File: src/rtl/seq_detect_param.sv
// Programmable Mealy serial-pattern detector with KMP fallback, optional overlapping
// matches, run-time pattern/length loading and a saturating match counter.
module seq_detect_param #(
    parameter int unsigned      MAX_W   = 8,
    parameter int unsigned      LEN_W   = 4,
    parameter logic [MAX_W-1:0] DEF_PAT = 8'h0A,
    parameter int unsigned      DEF_LEN = 4,
    parameter int unsigned      CNT_W   = 8
) (
    input  logic             clk,
    input  logic             rst_n,
    input  logic             din,
    input  logic             din_valid,
    input  logic             overlap_en,
    input  logic             cfg_we,
    input  logic [MAX_W-1:0] cfg_pattern,
    input  logic [LEN_W-1:0] cfg_len,
    input  logic             cnt_clr,
    output logic             flag,
    output logic             flag_q,
    output logic             cfg_err,
    output logic [CNT_W-1:0] match_cnt
);

    localparam int unsigned IDX_W = (MAX_W > 1) ? $clog2(MAX_W) : 1;
    localparam logic [CNT_W-1:0] CNT_MAX = '1;

    logic [MAX_W-1:0] pattern_q;
    logic [LEN_W-1:0] len_q;
    logic [LEN_W-1:0] k_q;
    logic [MAX_W-2:0] hist_q;

    logic [MAX_W-1:0] s_vec;
    logic [LEN_W-1:0] fb_len;
    logic             cand_ok;
    logic             hit;
    logic             cfg_legal;
    int               k_i;
    int               len_i;

    // A bit is accepted only when valid and not displaced by a config write.
    assign hit       = din_valid && !cfg_we
                       && (k_q == (len_q - LEN_W'(1)))
                       && (din == pattern_q[0]);
    assign flag      = rst_n && hit;
    assign cfg_legal = (cfg_len != '0) && (cfg_len <= LEN_W'(MAX_W));

    // Longest suffix of (last k bits, din) that is a proper prefix of the pattern.
    // On a full match this is the pattern's longest proper border.
    always_comb begin
        s_vec   = {hist_q, din};
        fb_len  = '0;
        cand_ok = 1'b0;
        k_i     = 32'(k_q);
        len_i   = 32'(len_q);
        for (int j = 1; j < int'(MAX_W); j++) begin
            cand_ok = (j <= k_i + 1) && (j < len_i);
            for (int i = 0; i < int'(MAX_W); i++) begin
                if (cand_ok && (i < j)) begin
                    if (s_vec[IDX_W'(i)] != pattern_q[IDX_W'(len_i - j + i)]) begin
                        cand_ok = 1'b0;
                    end
                end
            end
            if (cand_ok) begin
                fb_len = LEN_W'(j);
            end
        end
    end

    // Pattern configuration, match progress and bit history.
    always_ff @(posedge clk or negedge rst_n) begin
        if (!rst_n) begin
            pattern_q <= DEF_PAT;
            len_q     <= LEN_W'(DEF_LEN);
            k_q       <= '0;
            hist_q    <= '0;
            cfg_err   <= 1'b0;
        end else begin
            cfg_err <= cfg_we && !cfg_legal;
            if (cfg_we) begin
                if (cfg_legal) begin
                    pattern_q <= cfg_pattern;
                    len_q     <= cfg_len;
                    k_q       <= '0;
                    hist_q    <= '0;
                end
            end else if (din_valid) begin
                hist_q <= s_vec[MAX_W-2:0];
                if (hit && !overlap_en) begin
                    k_q <= '0;
                end else begin
                    k_q <= fb_len;
                end
            end
        end
    end

    // Registered flag and saturating match counter (clear applies before count).
    always_ff @(posedge clk or negedge rst_n) begin
        if (!rst_n) begin
            flag_q    <= 1'b0;
            match_cnt <= '0;
        end else begin
            flag_q <= flag;
            if (cnt_clr) begin
                match_cnt <= flag ? CNT_W'(1) : '0;
            end else if (flag && (match_cnt != CNT_MAX)) begin
                match_cnt <= match_cnt + CNT_W'(1);
            end
        end
    end

endmodule

File: config.mk
export PLATFORM = sky130hd
export DESIGN_NAME = seq_detect_param
export DESIGN_NICKNAME = d
export VERILOG_FILES = /design/src/rtl/seq_detect_param.sv
export SDC_FILE = /design/constraint.sdc
export NUM_CORES = 1
export LEC_CHECK = 0
export BUFFER_PORTS_ARGS = -buffer_cell sky130_fd_sc_hd__buf_2
export CAP_MARGIN = 20
export CORE_MARGIN = 2
export CORE_UTILIZATION = 35
export CTS_CLUSTER_SIZE = 25
export DETAILED_ROUTE_END_ITERATION = 6
export PLACE_DENSITY = 0.61
export SLEW_MARGIN = 10
export SYNTH_ARGS = -nofsm -noshare
export SYNTH_HDL_FRONTEND = slang
export SYNTH_SLANG_ARGS = --single-unit
File: constraint.sdc
create_clock -name clk -period 3.49 [get_ports clk]
set_input_delay 0.698 -clock clk [delete_from_list [all_inputs] [get_ports clk]]
set_output_delay 0.698 -clock clk [all_outputs]
set_load 0.02 [all_outputs]
==> run summary, run 1 <==
The run finished with clean final reports. Subtracting the final worst setup slack from the clock period gives 3.25 ns. The share of total power consumed by net switching is 39.1%, and the number of nets in the finished design is 311. For the later-pin clock latency in the skew report, the log shows 0.28 ns. The region available for standard cell placement spans 7330 um^2. TritonCTS built the clock tree. The power after layout was 1.67 mW. For the final hold violation count, the log shows 0.

The logs give 1,984 for the number of vias in the routed layout and 9850 um for the first-pass GRT wire length. The signal on the critical path passes through inv_1, ha_1, buf_4, xor2_1, nand3_1, or3_1, nor2_1, buf_2. The repair_antennas step left the layout with diodes totalling 0. The floorplan has 31 rows. Yosys mapped a number of flops with a built-in enable equal to 0. The destination of the worst register-to-register timing path was k_q[1]$_DFFE_PN0P_.

The tools report the area of all sequential standard cells as 704 um^2. Global routing consumed, over all layers together, 14.5% of the routing resources. The share of total power dissipated in combinational logic is 58.5%. The max-capacitance violation count was 0. The share of final-layout standard cells stronger than drive strength 1 works out to 27.9%. The critical setup path kind is reg -> out. The share of total power dissipated in sequential elements is 25.9%. The logs give 1 for the H-tree depth and 0.307 GHz for the highest achievable clock rate. The power density of the placed cells came out at 564 nW/um^2. From left edge to right edge, the die measures 91.4 um. The run gives 286 as the net count of the mapped netlist. The tools report the signal arrival time at the worst endpoint as 2.56 ns. Gates resized during post-CTS repair numbered 0. The logs give 2.79 ns for the required time of the critical path and 0 ns for the aggregate negative setup slack.

The detailed-route wire length is 5790 um, and the number of clock sinks is 28. The run gives 0.932 as the final weighted congestion in routability-driven placement. Setup repair after global routing left no endpoint under its margin. Across all register-to-register paths, the minimum setup slack is 0.30 ns.

Path depth of the worst reg2reg path: 9. The die covers 8360 um^2. For the detailed-router iteration count before antenna repair, the log shows 4. Counting flops with an async set or reset pin after synthesis yields a share of 100%. Clock tree synthesis inserted a total of 3 buffers. The largest stage delay on the critical path is 0.64 ns, and the total number of yosys warnings is 0. Once detailed placement completed, the half-perimeter wirelength came to 4480 um.

The startpoint class of the critical path was a flop. The fill cell total of the finished layout is 726, and the total I/O pin count is 30. The maximum fanout along the worst path came out at 11.

The number of setup buffers added after CTS is 0. Dividing the synthesized area by the synthesized cell count gives 10.6 um^2. Clock-pin slew was measured on the worst setup and hold paths at 0.10 ns.

The number of global-route vias before repair came out at 1,928. Setup violations remaining at the end of the flow were counted as 0. The synthesized flop and latch total is 28, and the largest net degree at the start of global routing is 29.

In the routed design, unresolved DRC markers number 0. In the final routed layout, each cell accounts on average for 15.4 um. The initial utilization of the core area, before any placement, comes to 36.5%.

Cells fill 40.5% of the core in the end. The remaining antenna violation count is 0. The worst min-delay path category was in -> async. In this run the cell area of the synthesized design comes to 2680 um^2. The cell sitting at the root of the clock tree is a sky130_fd_sc_hd__clkbuf_8.

The run gives 15.6% as the proportion of power drawn by the clock network. The launching point of the worst reg2reg path is len_q[2]$_DFFE_PN1P_. For this design, the slowest cell found on the critical path is sky130_fd_sc_hd__ha_1.

The number of buffers added to fix hold violations after cts is 0. Dominant register cell in the synthesized netlist: sky130_fd_sc_hd__dfrtp_1. The run gives 95 as the number of DRC markers in iteration 0. The number of antenna violations at the first check in global routing is 0.

For the final max-slew violation count, the log shows 0. The final setup skew is 0.00466 ns. The analysis attributes to cell leakage a power of 1.32 nW. The critical path endpoint category is an output pin. The mean number of vias per cell is 5.29.

Number of library cell types mapped by synthesis: 47. The synthesized instance count was 252. After global routing the overflow that remains totals 0. Measured against its own limit, the worst slew margin works out to 55.9%.

The layout overhead on the synthesized area came out at 11.0%. The pin slew with the least headroom to its limit came out at 0.660 ns. The number of buffers between clock root and the deepest sink is 2, and the vertical die dimension is 91.4 um. Internal power comes to 1.02 mW. Of the synthesized area, sequential elements account for 26.3%. The worst-case IR drop observed on VDD is 0.000337 V. Summing all multi-input logic gate instances after layout gives 1850 um^2. The count of input and output buffers is 29, and the power spent charging and discharging nets is 655 uW. The final critical path takes up 93.2% of the cycle.
[worst max path at each step]
| stage | startpoint | endpoint | slack, ns | cells past startpoint |
|---|---|---|---|---|
| after CTS | len_q[1]$_DFFE_PN0P_ | flag | 0.21 | 8 |
| after detailed placement | len_q[2]$_DFFE_PN1P_ | k_q[1]$_DFFE_PN0P_ | 0.32 | 9 |
| after global placement | len_q[2]$_DFFE_PN1P_ | k_q[1]$_DFFE_PN0P_ | 0.39 | 9 |
| after global routing | len_q[0]$_DFFE_PN0P_ | flag | 0.06 | 8 |
| after floorplan | len_q[0]$_DFFE_PN0P_ | k_q[1]$_DFFE_PN0P_ | 0.35 | 12 |
| final | len_q[1]$_DFFE_PN0P_ | flag | 0.24 | 8 |
[area by class of cell]
cell class / count / area share [%]
inverters: 6 / 0.758
multi-input cells: 202 / 62.3
clock inverters: 1 / 1.01
clock buffers: 3 / 1.39
flip-flops and latches: 28 / 23.7
well taps: 99 / 4.17
repair buffers: 36 / 6.66
[layout by cell type (no fill, tap or decap), types with 2 or more instances in the layout]
master / n
sky130_fd_sc_hd__or3_1: 4
sky130_fd_sc_hd__mux2_2: 14
sky130_fd_sc_hd__o21ai_0: 2
sky130_fd_sc_hd__xnor2_1: 18
sky130_fd_sc_hd__dfstp_2: 3
sky130_fd_sc_hd__nand3_1: 8
sky130_fd_sc_hd__nor3_1: 9
sky130_fd_sc_hd__dfrtp_1: 25
sky130_fd_sc_hd__and3_1: 2
sky130_fd_sc_hd__nand2_1: 16
sky130_fd_sc_hd__buf_4: 7
sky130_fd_sc_hd__nor2b_1: 2
sky130_fd_sc_hd__nor2_1: 15
sky130_fd_sc_hd__o21a_1: 2
sky130_fd_sc_hd__inv_1: 5
sky130_fd_sc_hd__a21oi_1: 9
sky130_fd_sc_hd__ha_1: 15
sky130_fd_sc_hd__buf_2: 29
sky130_fd_sc_hd__o41ai_1: 2
sky130_fd_sc_hd__xnor3_1: 3
sky130_fd_sc_hd__xor2_1: 21
sky130_fd_sc_hd__mux4_2: 14
sky130_fd_sc_hd__mux2i_1: 21
sky130_fd_sc_hd__nand4_1: 3
sky130_fd_sc_hd__nand2b_1: 3
sky130_fd_sc_hd__clkbuf_8: 3
[per-layer routing]
| metal | vias up | share of wire, % | track usage (%) |
|---|---|---|---|
| li1 | 955 | - | - |
| met1 | 991 | 49 | 20.6 |
| met2 | 33 | 47 | 23.6 |
| met3 | 5 | 2.8 | 1.41 |
| met4 | 0 | 1.1 | 3.79 |
| met5 | - | 0 | 0 |
[state kept, by name (all words and copies together), names as in the netlist]
name	cells
k_q	3
flag_q	1
hist_q	3
pattern_q	8
match_cnt	8
cfg_err	1
len_q	4
[critical path: cells and delay by family, from the launching register on]
kind	cells	cell delay (ns)
XOR/XNOR	1	0.19
adder cells (fa/ha/maj)	1	0.64
buffers and inverters	3	0.53
flip-flops	1	0.35
AND/OR/NAND/NOR	3	0.57
[cells by family after synthesis]
kind of cell	Yosys count	share of synthesized area, %
flip-flops	28	26.3
AO/OA/AOI/OAI	25	6.69
adder cells (fa/ha/maj)	15	7.02
XOR/XNOR	43	16.2
multiplexers	49	25.5
buffers and inverters	22	4.49
AND/OR/NAND/NOR	70	13.8
[through the flow]
stage / std cells / instance area (um^2) / hold WS (ns) / setup WS, ns
after CTS: 375 / 2970 / 0.456 / 0.212
after global placement: 371 / 2900 / 0.557 / 0.391
after floorplan: 252 / 2680 / 0.402 / 0.351
after detailed placement: 371 / 2900 / 0.560 / 0.324
after global routing: 375 / 2970 / 0.472 / 0.0569
final: 375 / 2970 / 0.440 / 0.236
[cell usage after synthesis (2+ instances only)]
cell / count / area, um^2
sky130_fd_sc_hd__nand3_1: 8 / 40.0
sky130_fd_sc_hd__nor2b_1: 2 / 12.5
sky130_fd_sc_hd__nand4_1: 3 / 18.8
sky130_fd_sc_hd__and3_1: 2 / 12.5
sky130_fd_sc_hd__nand2_1: 16 / 60.1
sky130_fd_sc_hd__xor2_1: 21 / 184
sky130_fd_sc_hd__or3_1: 4 / 25.0
sky130_fd_sc_hd__nor2_1: 15 / 56.3
sky130_fd_sc_hd__mux2_2: 14 / 158
sky130_fd_sc_hd__o41ai_1: 2 / 17.5
sky130_fd_sc_hd__clkbuf_1: 4 / 15.0
sky130_fd_sc_hd__xnor2_1: 18 / 158
sky130_fd_sc_hd__buf_1: 2 / 7.51
sky130_fd_sc_hd__dfrtp_1: 25 / 626
sky130_fd_sc_hd__inv_1: 5 / 18.8
sky130_fd_sc_hd__dfstp_2: 3 / 78.8
sky130_fd_sc_hd__buf_2: 6 / 30.0
sky130_fd_sc_hd__ha_1: 15 / 188
sky130_fd_sc_hd__buf_6: 4 / 45.0
sky130_fd_sc_hd__nand2b_1: 3 / 18.8
sky130_fd_sc_hd__o21a_1: 2 / 15.0
sky130_fd_sc_hd__xnor3_1: 3 / 67.6
sky130_fd_sc_hd__a21oi_1: 9 / 45.0
sky130_fd_sc_hd__mux2i_1: 21 / 210
sky130_fd_sc_hd__o21ai_0: 2 / 10.0
sky130_fd_sc_hd__mux4_2: 14 / 315
sky130_fd_sc_hd__nor3_1: 9 / 45.0
[power by group through the flow]
stage | combinational [mW] | sequential, mW | clock (mW)
finish | 0.979 | 0.434 | 0.262
global route | 1.06 | 0.443 | 0.282
floorplan | 0.833 | 0.408 | 0
detailed placement | 0.971 | 0.439 | 0
global placement | 0.962 | 0.438 | 0
CTS | 0.979 | 0.433 | 0.269
Note: power is estimated with default switching activity, not from simulation.
==> inputs of run 2 (changes only) <==
--- a/config.mk
+++ b/config.mk
@@ -5,13 +5,13 @@
 export SDC_FILE = /design/constraint.sdc
 export NUM_CORES = 1
 export LEC_CHECK = 0
-export BUFFER_PORTS_ARGS = -buffer_cell sky130_fd_sc_hd__buf_2
+export BUFFER_PORTS_ARGS = -buffer_cell sky130_fd_sc_hd__clkbuf_2
 export CAP_MARGIN = 20
-export CORE_MARGIN = 2
+export CORE_MARGIN = 4
 export CORE_UTILIZATION = 35
 export CTS_CLUSTER_SIZE = 25
 export DETAILED_ROUTE_END_ITERATION = 6
-export PLACE_DENSITY = 0.61
+export PLACE_DENSITY = 0.63
 export SLEW_MARGIN = 10
 export SYNTH_ARGS = -nofsm -noshare
 export SYNTH_HDL_FRONTEND = slang
==> constraint.sdc (replaced) <==
create_clock -name clk -period 2.6 [get_ports clk]
set_input_delay 0.52 -clock clk [delete_from_list [all_inputs] [get_ports clk]]
set_output_delay 0.52 -clock clk [all_outputs]
set_load 0.02 [all_outputs]
==> run 2 against run 1 <==
The run now ends with setup timing left. Wire length up 17%. Hold slack worse by 0.17 ns. Combinational power up 77%. Sequential share of layout area shrank 3.5 points. Non-clock buffer count up 36. First-iteration DRC count is 86% higher. Via count up 8.9%. Final cell count up 9.6%. Critical endpoint unchanged.
==> run summary, run 2 (synthesis gave the netlist of run 1 again) <==
The run finished, with violations left. The checks that failed: setup timing. The final critical-path share of the clock period is 104%. Final setup violation count: 4 (was 0). The detailed-router iteration count before antenna repair came out at 4 (unchanged). For the remaining antenna violation count, the log shows 0 (unchanged). The antenna diode instance count is 0 (unchanged), and the first-pass GRT wire length is 11,100 um (was 9850 um).

The share of final-layout standard cells stronger than drive strength 1 is 45.5% (was 27.9%), and the count of input and output buffers is 29 (unchanged). TritonCTS built the clock tree. The clock-pin slew reported for the worst setup and hold paths after clock tree synthesis came out at 0.10 ns (about the same). The tools report the startpoint class of the critical path as a flop (unchanged). The average routed wire per standard cell is 16.5 um (was 15.4 um). Critical path endpoint category: an output pin (unchanged).

The cell type group with the largest total delay on the critical path was simple AND/OR/NAND/NOR gates (was adder cells). The detailed-route wire length was 6760 um (was 5790 um); the number of vias in the routed layout was 2,160 (was 1,984). The power density of the placed cells came out at 765 nW/um^2 (was 564 nW/um^2).

The logs give 7330 um^2 (unchanged) for the placeable core region and 0.28 ns (about the same) for the later-pin clock latency in the skew report. The H-tree depth is 1 (unchanged), and the number of DRC markers in iteration 0 is 177 (was 95). The final non-filler cell area was 3490 um^2 (was 2970 um^2); the total I/O pin count was 30 (unchanged).

Destination of the worst register-to-register timing path: k_q[0]$_DFFE_PN0P_ (was k_q[1]$_DFFE_PN0P_). The worst setup slack after placement is -0.178 ns (was 0.324 ns), and the number of nets in the finished design is 347 (was 311). The area of the die was 9110 um^2 (was 8360 um^2). The fill cell total of the finished layout is 649 (was 726). The number of buffers between clock root and the deepest sink is 2 (unchanged), and the vertical die dimension is 95.4 um (was 91.4 um). Derived from the worst setup path, the maximum achievable clock frequency is 0.371 GHz. The commonest non-fill, non-tap cell in the layout was sky130_fd_sc_hd__buf_4 (was sky130_fd_sc_hd__buf_2). The tools report the combined area of the multi-input logic cells as 2050 um^2 (was 1850 um^2). The horizontal die dimension works out to 95.4 um (was 91.4 um). Cell with the biggest individual delay on the critical path: sky130_fd_sc_hd__dfrtp_2 (was sky130_fd_sc_hd__ha_1). The largest net degree at the start of global routing is 29 (unchanged). The half-perimeter wire length after detailed placement was 4880 um (was 4480 um). Largest registers: match_cnt: 8 flops, pattern_q: 8 flops, len_q: 4 flops (unchanged). The cell with the most instances on the worst path is sky130_fd_sc_hd__xor2_4.

Pin slew with the least headroom to its limit: 0.476 ns (was 0.660 ns). For the worst max-slew margin expressed relative to the limit, the log shows 68.3% (was 55.9%). The final max-slew violation count came out at 0 (unchanged).

The logs give 2.17 ns (was 2.56 ns) for the signal arrival time at the worst endpoint and 15.4% (was 14.5%) for the total global routing track utilization. Commonest cells after routing, fill and taps aside: sky130_fd_sc_hd__buf_4, sky130_fd_sc_hd__clkbuf_2, sky130_fd_sc_hd__dfrtp_1 (was sky130_fd_sc_hd__buf_2, sky130_fd_sc_hd__dfrtp_1, sky130_fd_sc_hd__xor2_1, sky130_fd_sc_hd__mux2i_1, sky130_fd_sc_hd__xnor2_1). The logs give -0.09 ns (was 0.30 ns) for the setup slack of the worst register-to-register path and 0 (unchanged) for the remaining design rule violation count. The largest stage delay on the critical path works out to 0.46 ns (was 0.64 ns). Maximum fanout along the worst path: 4 (was 11).

Launching point of the worst reg2reg path: len_q[0]$_DFFE_PN0P_ (was len_q[2]$_DFFE_PN1P_). For the required time of the critical path, the log shows 2.08 ns (was 2.79 ns). The routed design could run at a clock period as short as 2.69 ns.

The number of buffers added to fix hold violations after cts is 0 (unchanged), and the final hold violation count is 0 (unchanged). The number of global-route vias before repair is 2,283 (was 1,928), and the mean number of vias per cell is 5.26 (was 5.29). The tools report the root buffer selected by CTS as sky130_fd_sc_hd__clkbuf_8 (unchanged).

The global-route congestion overflow total is 0 (unchanged), and the count of standard-cell rows is 31 (unchanged). Setup repair after global routing could not meet its margin everywhere. Ordered cell list for the critical path: clkinv_8, buf_4, ha_4, xor2_4, xor2_4, or3_4, nor2_4, buf_8 (was inv_1, ha_1, buf_4, xor2_1, nand3_1, or3_1, nor2_1, buf_2).

The logs give 0.00288 ns (was 0.00466 ns) for the final setup skew and 0.901 (was 0.932) for the final weighted congestion in routability-driven placement. The logs give 3090 um^2 (was 2900 um^2) for the placement-stage cell area and 3 (unchanged) for the number of buffers inserted during clock tree synthesis. Leakage power total: 1.53 nW (was 1.32 nW). The number of antenna violations at the first check in global routing is 0 (unchanged). Aggregate negative setup slack: -0.272 ns (was 0 ns). The number of clock sinks is 28 (unchanged). The worst min-delay path category is in -> async (unchanged). The layout overhead on the synthesized area is 30.6% (was 11.0%), and the starting density of the core is 36.5% (unchanged). The area of all sequential standard cells is 706 um^2 (was 704 um^2).

The path depth of the worst reg2reg path is 10 (was 9), and the buffering stage count on the worst path with inverters included is 3 (unchanged). The post-layout worst setup margin is -0.0931 ns (was 0.236 ns). The worst voltage drop across the vdd grid was 0.000566 V (was 0.000337 V). The tools report the max-capacitance violation count as 0 (unchanged). Critical setup path kind: reg -> out (unchanged).
[run 2: cell types whose count changed in the layout (fill, tap and decap cells not counted), sizes merged]
cell,delta
buf,+8
clkbuf,+28
[run 2: how the worst max path moves through the flow]
stage                              start                 end  slack [ns]  cells after the start
floorplan           len_q[0]$_DFFE_PN0P_  k_q[1]$_DFFE_PN0P_       -0.21                     12
global placement    len_q[0]$_DFFE_PN0P_  k_q[2]$_DFFE_PN0P_       -0.06                     10
detailed placement  len_q[0]$_DFFE_PN0P_  k_q[1]$_DFFE_PN0P_       -0.18                      9
CTS                 len_q[1]$_DFFE_PN0P_  k_q[2]$_DFFE_PN0P_       -0.05                      9
global route        len_q[0]$_DFFE_PN0P_  k_q[0]$_DFFE_PN0P_       -0.22                      9
finish              len_q[0]$_DFFE_PN0P_                flag       -0.09                      8
[run 2: per-stage QoR]
step           hold slack [ns]  std cells  power [mW]  util, %
6_report                 0.269        411        2.67     47.7
5_1_grt                  0.295        411        2.84     47.7
4_1_cts                  0.277        403        2.53     45.5
3_5_place_dp             0.567        391        2.02     42.1
3_3_place_gp             0.559        391        1.99     42.1
2_1_floorplan            0.224        252        1.69        -
[run 2: where the power goes]
group	total, mW	internal [mW]	switching, mW
sequential	0.585	0.487	0.0988
combinational	1.73	0.923	0.807
clock	0.357	0.207	0.150
total	2.67	1.62	1.06
[run 2: routing by layer]
| metal | up-vias | share of wire [%] | global-route usage (%) | wire length (um) |
|---|---|---|---|---|
| met5 | - | 0 | 0 | 0 |
| met4 | 0 | 2.1 | 4.98 | 145 |
| met3 | 13 | 3.9 | 1.74 | 263 |
| met2 | 65 | 50 | 25.7 | 3380 |
| met1 | 1050 | 44 | 21.1 | 2970 |
| li1 | 1032 | - | - | - |
[run 2: final cells by class]
class / instances / area share [%]
Multi-Input combinational cell: 202 / 58.8
Sequential cell: 28 / 20.2
Timing Repair Buffer: 72 / 14.4
Clock buffer: 3 / 1.18
Tap cell: 99 / 3.55
Clock inverter: 1 / 0.860
Inverter: 6 / 1.07
[run 2: timing repair]
action | 4_1_cts | 5_1_grt
gates resized for setup | 22 | 20
buffers inserted | 10 | 9
pin swaps | 7 | 7
setup endpoints to repair | 4 | 9
==> inputs of run 3 (changes only) <==
--- a/config.mk
+++ b/config.mk
@@ -12,6 +12,7 @@
 export CTS_CLUSTER_SIZE = 25
 export DETAILED_ROUTE_END_ITERATION = 6
 export PLACE_DENSITY = 0.63
+export REMOVE_ABC_BUFFERS = 1
 export SLEW_MARGIN = 10
 export SYNTH_ARGS = -nofsm -noshare
 export SYNTH_HDL_FRONTEND = slang
==> run 3 against run 2 <==
The run still ends with setup timing left. Critical path depth increased by 2. Sequential power shrank 2%. Non-clock buffer count fell by 1. Count of clock-buffer cells in the layout unchanged. Critical endpoint is now k_q[1]$_DFFE_PN0P_. Largest cell class unchanged. Largest power group unchanged.
==> run summary, run 3 (synthesis gave the netlist of run 1 again) <==
The run finished, with violations left. Failing checks: setup timing (unchanged). Startpoint class of the critical path: a flop (unchanged). For the leakage power total, the log shows 1.53 nW (about the same). The layout overhead on the synthesized area came out at 28.6% (was 30.6%). The launching point of the worst reg2reg path is len_q[0]$_DFFE_PN0P_ (unchanged). TritonCTS built the clock tree. Number of vias in the routed layout: 2,136 (was 2,160). The logs give 30 (unchanged) for the total I/O pin count and 2 (unchanged) for the number of buffers between clock root and the deepest sink. The detailed-route wire length was 6470 um (was 6760 um); the max-capacitance violation count was 0 (unchanged). For the worst setup slack after placement, the log shows -0.162 ns (was -0.178 ns).

The utilization after layout is 46.9% (was 47.7%), and the number of antenna violations at the first check in global routing is 0 (unchanged). Setup repair after global routing could not meet its margin everywhere. The later-pin clock latency in the skew report is 0.28 ns (about the same).

The critical setup path kind was reg -> reg (was reg -> out). The antenna diode instance count was 0 (unchanged); the clock-pin slew reported for the worst setup and hold paths after clock tree synthesis was 0.10 ns (about the same). The logs give 0 (unchanged) for the final hold violation count and 2010 um^2 (was 2050 um^2) for the combined area of the multi-input logic cells. The count of standard-cell rows was 31 (unchanged). The commonest non-fill, non-tap cell in the layout was sky130_fd_sc_hd__buf_4 (unchanged). The pin slew with the least headroom to its limit was 0.457 ns (was 0.476 ns); the area of all sequential standard cells was 704 um^2 (was 706 um^2). The share of final-layout standard cells stronger than drive strength 1 is 43.1% (was 45.5%). Final max-slew violation count: 0 (unchanged). The final setup skew is 0.00267 ns (was 0.00288 ns), and the starting density of the core is 36.5% (unchanged).

Commonest cells after routing, fill and taps aside: sky130_fd_sc_hd__buf_4, sky130_fd_sc_hd__clkbuf_2, sky130_fd_sc_hd__dfrtp_1, sky130_fd_sc_hd__mux2i_1 (was sky130_fd_sc_hd__buf_4, sky130_fd_sc_hd__clkbuf_2, sky130_fd_sc_hd__dfrtp_1). The number of buffers inserted during clock tree synthesis is 3 (unchanged), and the signal arrival time at the worst endpoint is 2.85 ns (was 2.17 ns). The aggregate negative setup slack is -0.153 ns (was -0.272 ns), and the count of input and output buffers is 29 (unchanged). The tools report the highest achievable clock rate as 0.373 GHz (was 0.371 GHz). The post-placement cell count is 394 (was 391).

The run gives 28 (unchanged) as the number of clock sinks. The post-layout worst setup margin was -0.0813 ns (was -0.0931 ns); the required time of the critical path was 2.77 ns (was 2.08 ns). Destination of the worst register-to-register timing path: k_q[1]$_DFFE_PN0P_ (was k_q[0]$_DFFE_PN0P_).

The run gives 68.7% (was 68.3%) as the worst max-slew margin expressed relative to the limit. The vertical die dimension is 95.4 um (unchanged). For the detailed-router iteration count before antenna repair, the log shows 4 (unchanged).

The final critical-path share of the clock period works out to 103% (was 104%). The logs give 0 (unchanged) for the number of buffers added to fix hold violations after cts and 3440 um^2 (was 3490 um^2) for the final non-filler cell area. The worst voltage drop across the vdd grid is 0.000436 V (was 0.000566 V), and the number of DRC markers in iteration 0 is 104 (was 177). The power density of the placed cells came out at 751 nW/um^2 (was 765 nW/um^2). The horizontal die dimension is 95.4 um (unchanged).

Largest registers: match_cnt: 8 flops, pattern_q: 8 flops, len_q: 4 flops (unchanged). The setup slack of the worst register-to-register path came out at -0.08 ns (was -0.09 ns). The mean number of vias per cell is 5.21 (was 5.26), and the fill cell total of the finished layout is 675 (was 649). The final setup violation count came out at 3 (was 4). The tools report the placeable core region as 7330 um^2 (unchanged).

For the largest net degree at the start of global routing, the log shows 29 (unchanged). Worst min-delay path category: in -> async (unchanged). The run gives 0 (unchanged) as the remaining design rule violation count. For the area of the die, the log shows 9110 um^2 (unchanged). The root buffer selected by CTS was sky130_fd_sc_hd__clkbuf_8 (unchanged). The tools report the number of global-route vias before repair as 2,232 (was 2,283).

Average routed wire per standard cell: 15.8 um (was 16.5 um). The final weighted congestion in routability-driven placement came out at 0.856 (was 0.901). The run gives 15.3% (was 15.4%) as the total global routing track utilization.

For the global-route congestion overflow total, the log shows 0 (unchanged). The remaining antenna violation count is 0 (unchanged). The tools report the critical path endpoint category as a flop (was an output pin). The run gives 4880 um (about the same) as the half-perimeter wire length after detailed placement.

For the placement-stage cell area, the log shows 3080 um^2 (was 3090 um^2). The path depth of the worst reg2reg path is 10 (unchanged), and the maximum fanout along the worst path is 4 (unchanged). The first-pass GRT wire length was 10,900 um (was 11,100 um); the H-tree depth was 1 (unchanged). For the number of nets in the finished design, the log shows 346 (was 347). The run gives 410 (was 411) as the post-layout instance count excluding filler cells. The minimum clock period is 2.68 ns (was 2.69 ns).
==> run 3: cell count changes in the layout (fill, tap and decap cells not counted), moves of 2 or more <==
| cell | before | now |
|---|---|---|
| sky130_fd_sc_hd__buf_4 | 39 | 32 |
| sky130_fd_sc_hd__buf_6 | 3 | 9 |
| sky130_fd_sc_hd__mux2i_1 | 17 | 19 |
| sky130_fd_sc_hd__mux2i_2 | 4 | 2 |
==> run 3: worst max-delay path, cell delays in order (launching register included) <==
cell                        delay, ns
sky130_fd_sc_hd__dfrtp_1         0.41
sky130_fd_sc_hd__buf_6           0.13
sky130_fd_sc_hd__buf_6           0.12
sky130_fd_sc_hd__ha_4            0.14
sky130_fd_sc_hd__xnor3_1         0.39
sky130_fd_sc_hd__mux4_2          0.53
sky130_fd_sc_hd__xor2_1          0.17
sky130_fd_sc_hd__o2111ai_2       0.10
sky130_fd_sc_hd__nor3_4          0.09
sky130_fd_sc_hd__o21a_1          0.19
sky130_fd_sc_hd__a311o_1         0.30
==> run 3: per-stage QoR <==
step	total power [mW]	hold slack, ns
final	2.59	0.273
after global routing	2.75	0.290
after CTS	2.55	0.284
after detailed placement	2.03	0.561
after global placement	2.01	0.550
after floorplan	1.62	0.224
==> run 3: how the worst max path moves through the flow <==
| stage | startpoint | end | cells past startpoint |
|---|---|---|---|
| after detailed placement | len_q[0]$_DFFE_PN0P_ | k_q[0]$_DFFE_PN0P_ | 9 |
| after floorplan | len_q[0]$_DFFE_PN0P_ | k_q[1]$_DFFE_PN0P_ | 9 |
| final | len_q[0]$_DFFE_PN0P_ | k_q[1]$_DFFE_PN0P_ | 10 |
| after global routing | len_q[1]$_DFFE_PN0P_ | k_q[1]$_DFFE_PN0P_ | 12 |
| after CTS | len_q[0]$_DFFE_PN0P_ | flag | 8 |
| after global placement | len_q[0]$_DFFE_PN0P_ | k_q[0]$_DFFE_PN0P_ | 9 |
==> run 3: what timing repair did <==
action,in CTS,in global routing
endpoints found under the setup margin,4,10
setup buffers,16,1
resized for setup,29,15
pin swaps,13,13
==> run 3: cell type report <==
class                           count  area share, %
Multi-Input combinational cell    202           58.3
Inverter                            6          0.691
Tap cell                           99           3.60
Sequential cell                    28           20.5
Clock buffer                        3           1.20
Clock inverter                      1          0.873
Timing Repair Buffer               71           14.9
==> run 3: where the power goes <==
part,internal [mW],switching [mW]
sequential,0.486,0.0892
combinational,0.901,0.762
clock,0.206,0.141
total,1.59,0.992
==> run 3: layer usage <==
metal,global-route usage (%),vias up,wire [um]
li1,-,1024,-
met1,20.7,1060,2860
met2,26.1,44,3260
met3,1.26,8,239
met4,4.62,0,123
met5,0,-,0
